===== src/rtl/tx_payload_chain_ble_v2.sv =====
// BLE payload transmit chain: bit-serial payload -> CRC-16 -> whitening -> rate-1/2 FEC -> QPSK.
// Build with TX_PAYLOAD_FEC_EN defined to include the convolutional encoder and tail flush.
module tx_payload_chain_ble_v2 #(
    parameter int unsigned                    RE_IM_SIZE = 12,
    parameter logic signed [RE_IM_SIZE-1:0]   AMP        = 12'sd1024
) (
    input  logic                         clk,
    input  logic                         reset,
    input  logic                         start,
    input  logic [15:0]                  n_bits,
    input  logic [7:0]                   uap,
    input  logic [5:0]                   whiten_seed,
    input  logic                         crc_en,
    input  logic                         whiten_en,
    input  logic                         fec_en,
    input  logic                         in_valid,
    input  logic                         in_data,
    output logic                         in_ready,
    output logic                         out_valid,
    input  logic                         out_ready,
    output logic signed [RE_IM_SIZE-1:0] out_re,
    output logic signed [RE_IM_SIZE-1:0] out_im,
    output logic                         out_last,
    output logic                         busy,
    output logic                         done,
    output logic [15:0]                  sym_count
);

    localparam int unsigned CNT_W = 16;
    localparam int unsigned SYM_W = 17;
    localparam logic signed [RE_IM_SIZE-1:0] NEG_AMP = -AMP;

    typedef enum logic [2:0] {IDLE, PAYLOAD, CRC, TAIL, PAD, FLUSH} state_e;

    state_e                         state_q, state_d;
    logic [CNT_W-1:0]               cnt_q, cnt_d;
    logic [CNT_W-1:0]               nbits_q, nbits_d;
    logic                           crc_en_q, crc_en_d;
    logic                           wh_q, wh_d;
    logic [15:0]                    crc_q, crc_d;
    logic [6:0]                     lfsr_q, lfsr_d;
    logic                           half_q, half_d;
    logic                           b0_q, b0_d;
    logic [SYM_W-1:0]               sym_total_q, sym_total_d;
    logic [SYM_W-1:0]               sym_loaded_q, sym_loaded_d;
    logic                           out_valid_q, out_valid_d;
    logic signed [RE_IM_SIZE-1:0]   re_q, re_d;
    logic signed [RE_IM_SIZE-1:0]   im_q, im_d;
    logic                           last_q, last_d;
    logic                           busy_q, busy_d;
    logic                           done_q, done_d;
    logic [CNT_W-1:0]               sym_count_q, sym_count_d;

    logic adv, src_fire, src_bit, src_white, wbit, load, sym_b0, sym_b1;
    logic fec_in, fec_cur;

`ifdef TX_PAYLOAD_FEC_EN
    logic       fec_q, fec_d;
    logic [2:0] enc_q, enc_d;
    assign fec_in  = fec_en;
    assign fec_cur = fec_q;
`else
    logic unused_fec_en;
    assign unused_fec_en = fec_en;
    assign fec_in  = 1'b0;
    assign fec_cur = 1'b0;
`endif

    // First non-empty stage following stage s of the frame.
    function automatic state_e stage_after(input state_e s, input logic [CNT_W-1:0] n,
                                           input logic crc, input logic fec);
        stage_after = FLUSH;
        if (s == IDLE && n != '0)
            stage_after = PAYLOAD;
        else if ((s == IDLE || s == PAYLOAD) && crc)
            stage_after = CRC;
        else if ((s == IDLE || s == PAYLOAD || s == CRC) && fec)
            stage_after = TAIL;
        else if (s != PAD && !fec && n[0])
            stage_after = PAD;
    endfunction

    always_ff @(posedge clk or negedge reset) begin
        if (!reset) begin
            state_q      <= IDLE;
            cnt_q        <= '0;
            nbits_q      <= '0;
            crc_en_q     <= 1'b0;
            wh_q         <= 1'b0;
            crc_q        <= '0;
            lfsr_q       <= '0;
            half_q       <= 1'b0;
            b0_q         <= 1'b0;
            sym_total_q  <= '0;
            sym_loaded_q <= '0;
            out_valid_q  <= 1'b0;
            re_q         <= '0;
            im_q         <= '0;
            last_q       <= 1'b0;
            busy_q       <= 1'b0;
            done_q       <= 1'b0;
            sym_count_q  <= '0;
`ifdef TX_PAYLOAD_FEC_EN
            fec_q        <= 1'b0;
            enc_q        <= '0;
`endif
        end else begin
            state_q      <= state_d;
            cnt_q        <= cnt_d;
            nbits_q      <= nbits_d;
            crc_en_q     <= crc_en_d;
            wh_q         <= wh_d;
            crc_q        <= crc_d;
            lfsr_q       <= lfsr_d;
            half_q       <= half_d;
            b0_q         <= b0_d;
            sym_total_q  <= sym_total_d;
            sym_loaded_q <= sym_loaded_d;
            out_valid_q  <= out_valid_d;
            re_q         <= re_d;
            im_q         <= im_d;
            last_q       <= last_d;
            busy_q       <= busy_d;
            done_q       <= done_d;
            sym_count_q  <= sym_count_d;
`ifdef TX_PAYLOAD_FEC_EN
            fec_q        <= fec_d;
            enc_q        <= enc_d;
`endif
        end
    end

    always_comb begin
        state_d      = state_q;
        cnt_d        = cnt_q;
        nbits_d      = nbits_q;
        crc_en_d     = crc_en_q;
        wh_d         = wh_q;
        crc_d        = crc_q;
        lfsr_d       = lfsr_q;
        half_d       = half_q;
        b0_d         = b0_q;
        sym_total_d  = sym_total_q;
        sym_loaded_d = sym_loaded_q;
        out_valid_d  = out_valid_q;
        re_d         = re_q;
        im_d         = im_q;
        last_d       = last_q;
        busy_d       = busy_q;
        done_d       = 1'b0;
        sym_count_d  = sym_count_q;
`ifdef TX_PAYLOAD_FEC_EN
        fec_d        = fec_q;
        enc_d        = enc_q;
`endif
        in_ready     = 1'b0;
        src_fire     = 1'b0;
        src_bit      = 1'b0;
        src_white    = 1'b0;
        load         = 1'b0;
        sym_b0       = 1'b0;
        sym_b1       = 1'b0;
        adv          = !out_valid_q || out_ready;

        if (out_valid_q && out_ready)
            sym_count_d = sym_count_q + 16'd1;

        case (state_q)
            IDLE: begin
                if (start) begin
                    state_d      = stage_after(IDLE, n_bits, crc_en, fec_in);
                    busy_d       = 1'b1;
                    cnt_d        = '0;
                    nbits_d      = n_bits;
                    crc_en_d     = crc_en;
                    wh_d         = whiten_en;
                    crc_d        = {8'h00, uap};
                    lfsr_d       = {1'b1, whiten_seed};
                    half_d       = 1'b0;
                    sym_loaded_d = '0;
                    sym_count_d  = '0;
                    sym_total_d  = fec_in
                        ? 17'(n_bits) + (crc_en ? 17'd16 : 17'd0) + 17'd3
                        : (17'(n_bits) + (crc_en ? 17'd16 : 17'd0) + 17'd1) >> 1;
`ifdef TX_PAYLOAD_FEC_EN
                    fec_d        = fec_en;
                    enc_d        = '0;
`endif
                end
            end
            PAYLOAD: begin
                in_ready = adv;
                if (adv && in_valid) begin
                    src_fire  = 1'b1;
                    src_bit   = in_data;
                    src_white = 1'b1;
                    crc_d     = {crc_q[14:0], 1'b0} ^ ((in_data ^ crc_q[15]) ? 16'h1021 : 16'h0000);
                    if (cnt_q == nbits_q - 16'd1) begin
                        state_d = stage_after(PAYLOAD, nbits_q, crc_en_q, fec_cur);
                        cnt_d   = '0;
                    end else begin
                        cnt_d   = cnt_q + 16'd1;
                    end
                end
            end
            CRC: begin
                if (adv) begin
                    src_fire  = 1'b1;
                    src_bit   = crc_q[15];
                    src_white = 1'b1;
                    crc_d     = {crc_q[14:0], 1'b0};
                    if (cnt_q == 16'd15) begin
                        state_d = stage_after(CRC, nbits_q, crc_en_q, fec_cur);
                        cnt_d   = '0;
                    end else begin
                        cnt_d   = cnt_q + 16'd1;
                    end
                end
            end
`ifdef TX_PAYLOAD_FEC_EN
            TAIL: begin
                if (adv) begin
                    src_fire = 1'b1;
                    if (cnt_q == 16'd2) begin
                        state_d = FLUSH;
                        cnt_d   = '0;
                    end else begin
                        cnt_d   = cnt_q + 16'd1;
                    end
                end
            end
`endif
            PAD: begin
                if (adv) begin
                    src_fire = 1'b1;
                    state_d  = FLUSH;
                end
            end
            FLUSH: begin
                // Last symbol either already drained or handshaking this cycle.
                if (adv) begin
                    done_d  = 1'b1;
                    busy_d  = 1'b0;
                    state_d = IDLE;
                end
            end
            default: state_d = IDLE;
        endcase

        wbit = src_bit ^ (src_white & wh_q & lfsr_q[6]);
        if (src_fire && src_white && wh_q)
            lfsr_d = {lfsr_q[5], lfsr_q[4], lfsr_q[3] ^ lfsr_q[6], lfsr_q[2:0], lfsr_q[6]};

        // Coded-bit pairing: FEC yields a full pair per source bit, otherwise pair up bits.
        if (src_fire) begin
`ifdef TX_PAYLOAD_FEC_EN
            if (fec_q) begin
                load   = 1'b1;
                sym_b0 = wbit ^ enc_q[0] ^ enc_q[1] ^ enc_q[2];
                sym_b1 = wbit ^ enc_q[1] ^ enc_q[2];
                enc_d  = {enc_q[1:0], wbit};
            end else
`endif
            if (half_q) begin
                load   = 1'b1;
                sym_b0 = b0_q;
                sym_b1 = wbit;
                half_d = 1'b0;
            end else begin
                b0_d   = wbit;
                half_d = 1'b1;
            end
        end

        if (load) begin
            out_valid_d  = 1'b1;
            re_d         = sym_b0 ? NEG_AMP : AMP;
            im_d         = sym_b1 ? NEG_AMP : AMP;
            last_d       = (sym_loaded_q == sym_total_q - 17'd1);
            sym_loaded_d = sym_loaded_q + 17'd1;
        end else if (out_ready) begin
            out_valid_d  = 1'b0;
            last_d       = 1'b0;
        end
    end

    assign out_valid = out_valid_q;
    assign out_re    = re_q;
    assign out_im    = im_q;
    assign out_last  = last_q;
    assign busy      = busy_q;
    assign done      = done_q;
    assign sym_count = sym_count_q;

endmodule

===== config.mk =====
export PLATFORM = sky130hd
export DESIGN_NAME = tx_payload_chain_ble_v2
export DESIGN_NICKNAME = d
export VERILOG_FILES = /design/src/rtl/tx_payload_chain_ble_v2.sv
export SDC_FILE = /design/constraint.sdc
export NUM_CORES = 1
export LEC_CHECK = 0
export CORE_AREA = 2 2 135 137
export DETAILED_ROUTE_END_ITERATION = 7
export DIE_AREA = 0 0 137 139
export HOLD_SLACK_MARGIN = 0.15
export PLACE_DENSITY = 0.71
export SLEW_MARGIN = 15
export SYNTH_ARGS = -nofsm -noshare
export SYNTH_HDL_FRONTEND = slang
export SYNTH_SLANG_ARGS = --single-unit

===== constraint.sdc =====
create_clock -name clk -period 3.6 [get_ports clk]
set_input_delay 0.9 -clock clk [delete_from_list [all_inputs] [get_ports clk]]
set_output_delay 0.9 -clock clk [all_outputs]
set_load 0.005 [all_outputs]

=== Yosys cells after proc, flatten, opt, wreduce, memory -nomap -nowiden ===
Cells that the tools add are included.

* Output and inout port bits: 45
* Input port bits: 39
* Register bits: 139

* Muxes and demuxes: 61
* Add/subtract/negate cells: 7
* Reduce and logical (&&, ||, !) cells: 26
* Bitwise operators: 7
* Equality and inequality tests: 14

{| class="wikitable"
|+ Operator list
! operator !! number
|-
| $mux 16 || 11
|-
| $pmux 16 s3 || 2
|-
| $mux 17 || 3
|-
| $add 17x1->17 const B || 2
|-
| $add 16x1->16 const B || 2
|-
| $mux 3 || 10
|-
| $mux 12 || 2
|-
| $mux 1 || 23
|-
| $mux 7 || 3
|-
| $add 16x5->17 || 1
|-
| $eq 17x17->1 || 1
|-
| $sub 16x1->17 const B || 1
|-
| $eq 16x16->1 || 1
|-
| $eq 16x4->1 const B || 1
|-
| $reduce_bool 16->1 || 1
|-
| $reduce_bool 2->1 || 8
|-
| $sub 16x1->16 const B || 1
|-
| $xor 16x13->16 || 1
|-
| $pmux 3 s5 || 1
|-
| $ne 2x2->1 const B || 7
|-
| $mux 13 || 1
|-
| $reduce_and 2->1 || 5
|-
| $pmux 1 s2 || 4
|-
| $reduce_and 7->1 || 1
|-
| 15 further kinds || 22
|}

=== Longest topological paths before layout ===
* Depth in word-level cells: 11
* Depth in mapped cells: 12
* Mapped depth without buffers: 10

=== Worst setup path before layout ===
Ideal clock, no wire load.

* Path type: register -> register
* Start: reg nbits_q[0]
* End: reg cnt_q[13]
* Setup slack: 0.606 ns
* Library setup time: 0.121 ns
* Required time: 3.479 ns
* Cell stages (with the launch flop): 13
* Clock period less this slack: 2.994 ns
* Buffers on the path: 2
* Arrival: 2.873 ns
* Cells stage by stage: dfrtp_1 -> inv_1 -> ha_1 -> or4b_4 -> nor3_1 -> mux2i_1 -> mux2_2 -> o2111ai_1 -> or3_1 -> buf_2 -> buf_6 -> a31o_1 -> a22o_1

* Word-level cells in the longest chain between the ends: 5

{| class="wikitable"
|+ Ends and longest elaborated chain
! element !! RTL line !! text
|-
| from (decl) || 37 || <nowiki>logic [CNT_W-1:0] nbits_q, nbits_d;</nowiki>
|-
| from (signal assigned) || 110 || <nowiki>nbits_q <= nbits_d;</nowiki>
|-
| $sub 16x1->16 || 198 || <nowiki>if (cnt_q == nbits_q - 16'd1) begin</nowiki>
|-
| $eq 16x16->1 || 198 ||
|-
| $mux 16 || 198 ||
|-
| $mux 16 || 193 || <nowiki>if (adv && in_valid) begin</nowiki>
|-
| $pmux 16 s3 || 168 || <nowiki>case (state_q)</nowiki>
|-
| to (signal assigned) || 109 || <nowiki>cnt_q <= cnt_d;</nowiki>
|-
| to (decl) || 36 || <nowiki>logic [CNT_W-1:0] cnt_q, cnt_d;</nowiki>
|}

No other way between the ends. The select of a mux whose other input is x is not followed.
A chain may end at the register's enable or synchronous reset.

=== Final worst setup path ===
* Start: reg nbits_q[0]
* End: reg cnt_q[8]

The elaborated chain is that of the path after synthesis.

==> results.yml <==
outcome:
  outcome: "finished clean"
sta:
  worstMarginPinSlew_ns: 0.794
  period_minus_slack_ns: 3.26
  finalCritPeriodShare_pct: 90.6
  skew_ns: 0.00708
  slew_violations: 0
  hold_viol: 0
  fmax_ghz: 0.307
  fin_tns_setup_ns: 0
  rsz0062_at_grt: "no"
  worst_hold_slack_ns: 0.465
  slew_headroom_pct: 46.3
  setup_viol: 0
layout:
  final_cell_mix: "133 x nand2_1, 118 x dfrtp_1, 73 x nor2_1"
  post-route-cell-area_sq_mm: 0.00851
  drive_gt1_share_pct: 8.20
  area_growth_pct: 22.1
  diodes: 0
  nets: 912
  final_util_pct: 48.2
  final_common_cell: "nand2_1"
critical_path:
  critPathArrivalTime_ns: 3.56
  endpoint_kind: "register"
  required_ns: 3.90
  critical_path_class: "reg2reg"
  path_max_fanout: 14
  worst_setup_path_start_kind: "register"
job:
  cap_violations: 0
yosys:
  async_reset_ff_share_pct: 100
  ys_top_cells_by_area: "dfrtp_1 42%, nand2_1 7.2%, xor2_1 4.9%"
  yosysSeqAreaShare_pct: 42.4
  ys_warn_count: 0
  ys_ff_latch: 118
  yosysTopAreaCellShare_pct: 42.4
  syn_inst: 805
  synth_enable_flop_cells: 0
  synth_top_cell_by_area: "dfrtp_1"
  ys_types: 59
  avgSynthCellArea_sq_um: 8.66
  synth_ff_type: "dfrtp_1"
  synthesis.area_sq_mm: 0.00697
global_route:
  track_usage_pct: 18.1
  grt_max_degree: 54
  overflow: 0
  grt_antenna_before_repair: 0
  grt_pass1_wl_um: 27800
  grt_pass1_vias: 5616
clock_tree:
  clk_latency_ns: 0.42
  cts_root_buf: "clkbuf_16"
  cts_buffers: 17
  cts_tree: "built"
  cts_resized: 0
  cts_buffer_depth: 2
  clk_pin_slew_ns: 0.05
  hold_buffers: 0
  htree_levels: 4
  clock_sinks: 118
  postCtsSetupBuffers: 0
floorplan:
  fp-row-count: 49
  die_x_um: 137
  core_sq_mm: 0.0177
  start_util_pct: 39.5
  io-pin-count: 84
  die_area_sq_mm: 0.0190
  die_h_um: 139
place:
  numPortBuffers: 62
  place.gp.congestion: 0.895
  hpwl_um: 11700
  post_dp_cell_area_sq_mm: 0.00781
route:
  drtIter0Drc: 367
  ant_nets: 0
  vias: 5956
  wl_per_cell_um: 15.1
  drc: 0
  routed_via_density: 5.38
  dr.pass1.iters: 5
  totalWireLength_um: 16700
pwr:
  p_leak_nw: 3.69
  power_density_mw_per_mm2: 732
  ir_worst_vdd_mv: 0.430
  power_mw: 6.23
hold_path:
  holdCritPathClass: "reg2reg"
final cells by class:
type / instances / area (sq um)
Timing Repair Buffer: 82 / 793
Clock buffer: 18 / 439
Multi-Input combinational cell: 631 / 3730
Sequential cell: 118 / 2950
Clock inverter: 14 / 254
Tap cell: 229 / 287
Inverter: 15 / 56.3
Fill cell: 1670 / 9150
stage by stage:
step / setup WS, ns / cells
after floorplan: 0.606 / 824
after global placement: 0.333 / 1075
after detailed placement: 0.269 / 1075
after CTS: 0.166 / 1107
after global routing: 0.146 / 1107
final: 0.340 / 1107
power by group:
part | switching, mW | internal (mW) | leakage (nW)
registers | 0.416 | 1.69 | 1.55
clock network | 0.618 | 1.38 | 0.336
logic | 1.17 | 0.961 | 1.81
sequential cells by signal, indices dropped and copies added (netlist names), 2 cells and up:
signal,flops
crc_q,16
state_q,3
sym_total_q,16
sym_loaded_q,17
cnt_q,16
sym_count,16
out_re,2
nbits_q,16
lfsr_q,7
final timing paths:
path,cells after the start,start,to,slack (ns)
worst max-delay path,10,nbits_q[0]$_DFFE_PN0P_,cnt_q[8]$_DFFE_PN0P_,0.34
worst max register to register,10,nbits_q[0]$_DFFE_PN0P_,cnt_q[8]$_DFFE_PN0P_,0.34
worst min-delay path,2,wh_q$_DFFE_PN0P_,wh_q$_DFFE_PN0P_,0.46
max in group asynchronous,2,reset,sym_total_q[12]$_DFFE_PN0P_,2.36
min in group asynchronous,1,reset,crc_q[6]$_DFFE_PN0P_,0.53
worst min register to register,2,wh_q$_DFFE_PN0P_,wh_q$_DFFE_PN0P_,0.46
Yosys cell counts (14+ instances only):
cell type,instances
and3_1,17
a22o_1,15
nand2_1,133
clkbuf_1,34
a21oi_1,19
nor3_1,20
nor2_1,73
buf_4,21
inv_1,15
dfrtp_1,118
o21ai_0,53
nand3_1,33
mux2i_1,14
xor2_1,39
xnor2_1,34
nand4_1,15
kinds of logic after synthesis:
logic type	after synthesis	synth area share (%)
simple gates	358	24.6
compound gates	154	14.4
flops	118	42.4
buf+inv	75	5.30
xor+xnor	73	9.18
mux	18	2.66
fa+ha+maj	8	1.44
other cells	1	0.0538
per-layer routing:
metal	share of wire [%]	wire (um)	track usage, %	vias up
met5	0	0	0	-
li1	-	-	-	2908
met1	48	8040	26.1	2866
met2	45	7450	26.9	166
met4	1.3	217	5.91	0
met3	5.7	955	3.87	16
critical path: stages (launching register included):
cell and delay, ns:
dfrtp_1 0.40, inv_1 0.12, ha_1 0.23, or4b_4 0.52
nor3_1 0.35, mux2i_1 0.24, mux2_2 0.19, o2111ai_1 0.15
or3_4 0.50, a31o_2 0.26, a22o_1 0.18
Note: power is estimated with default switching activity, not from simulation.
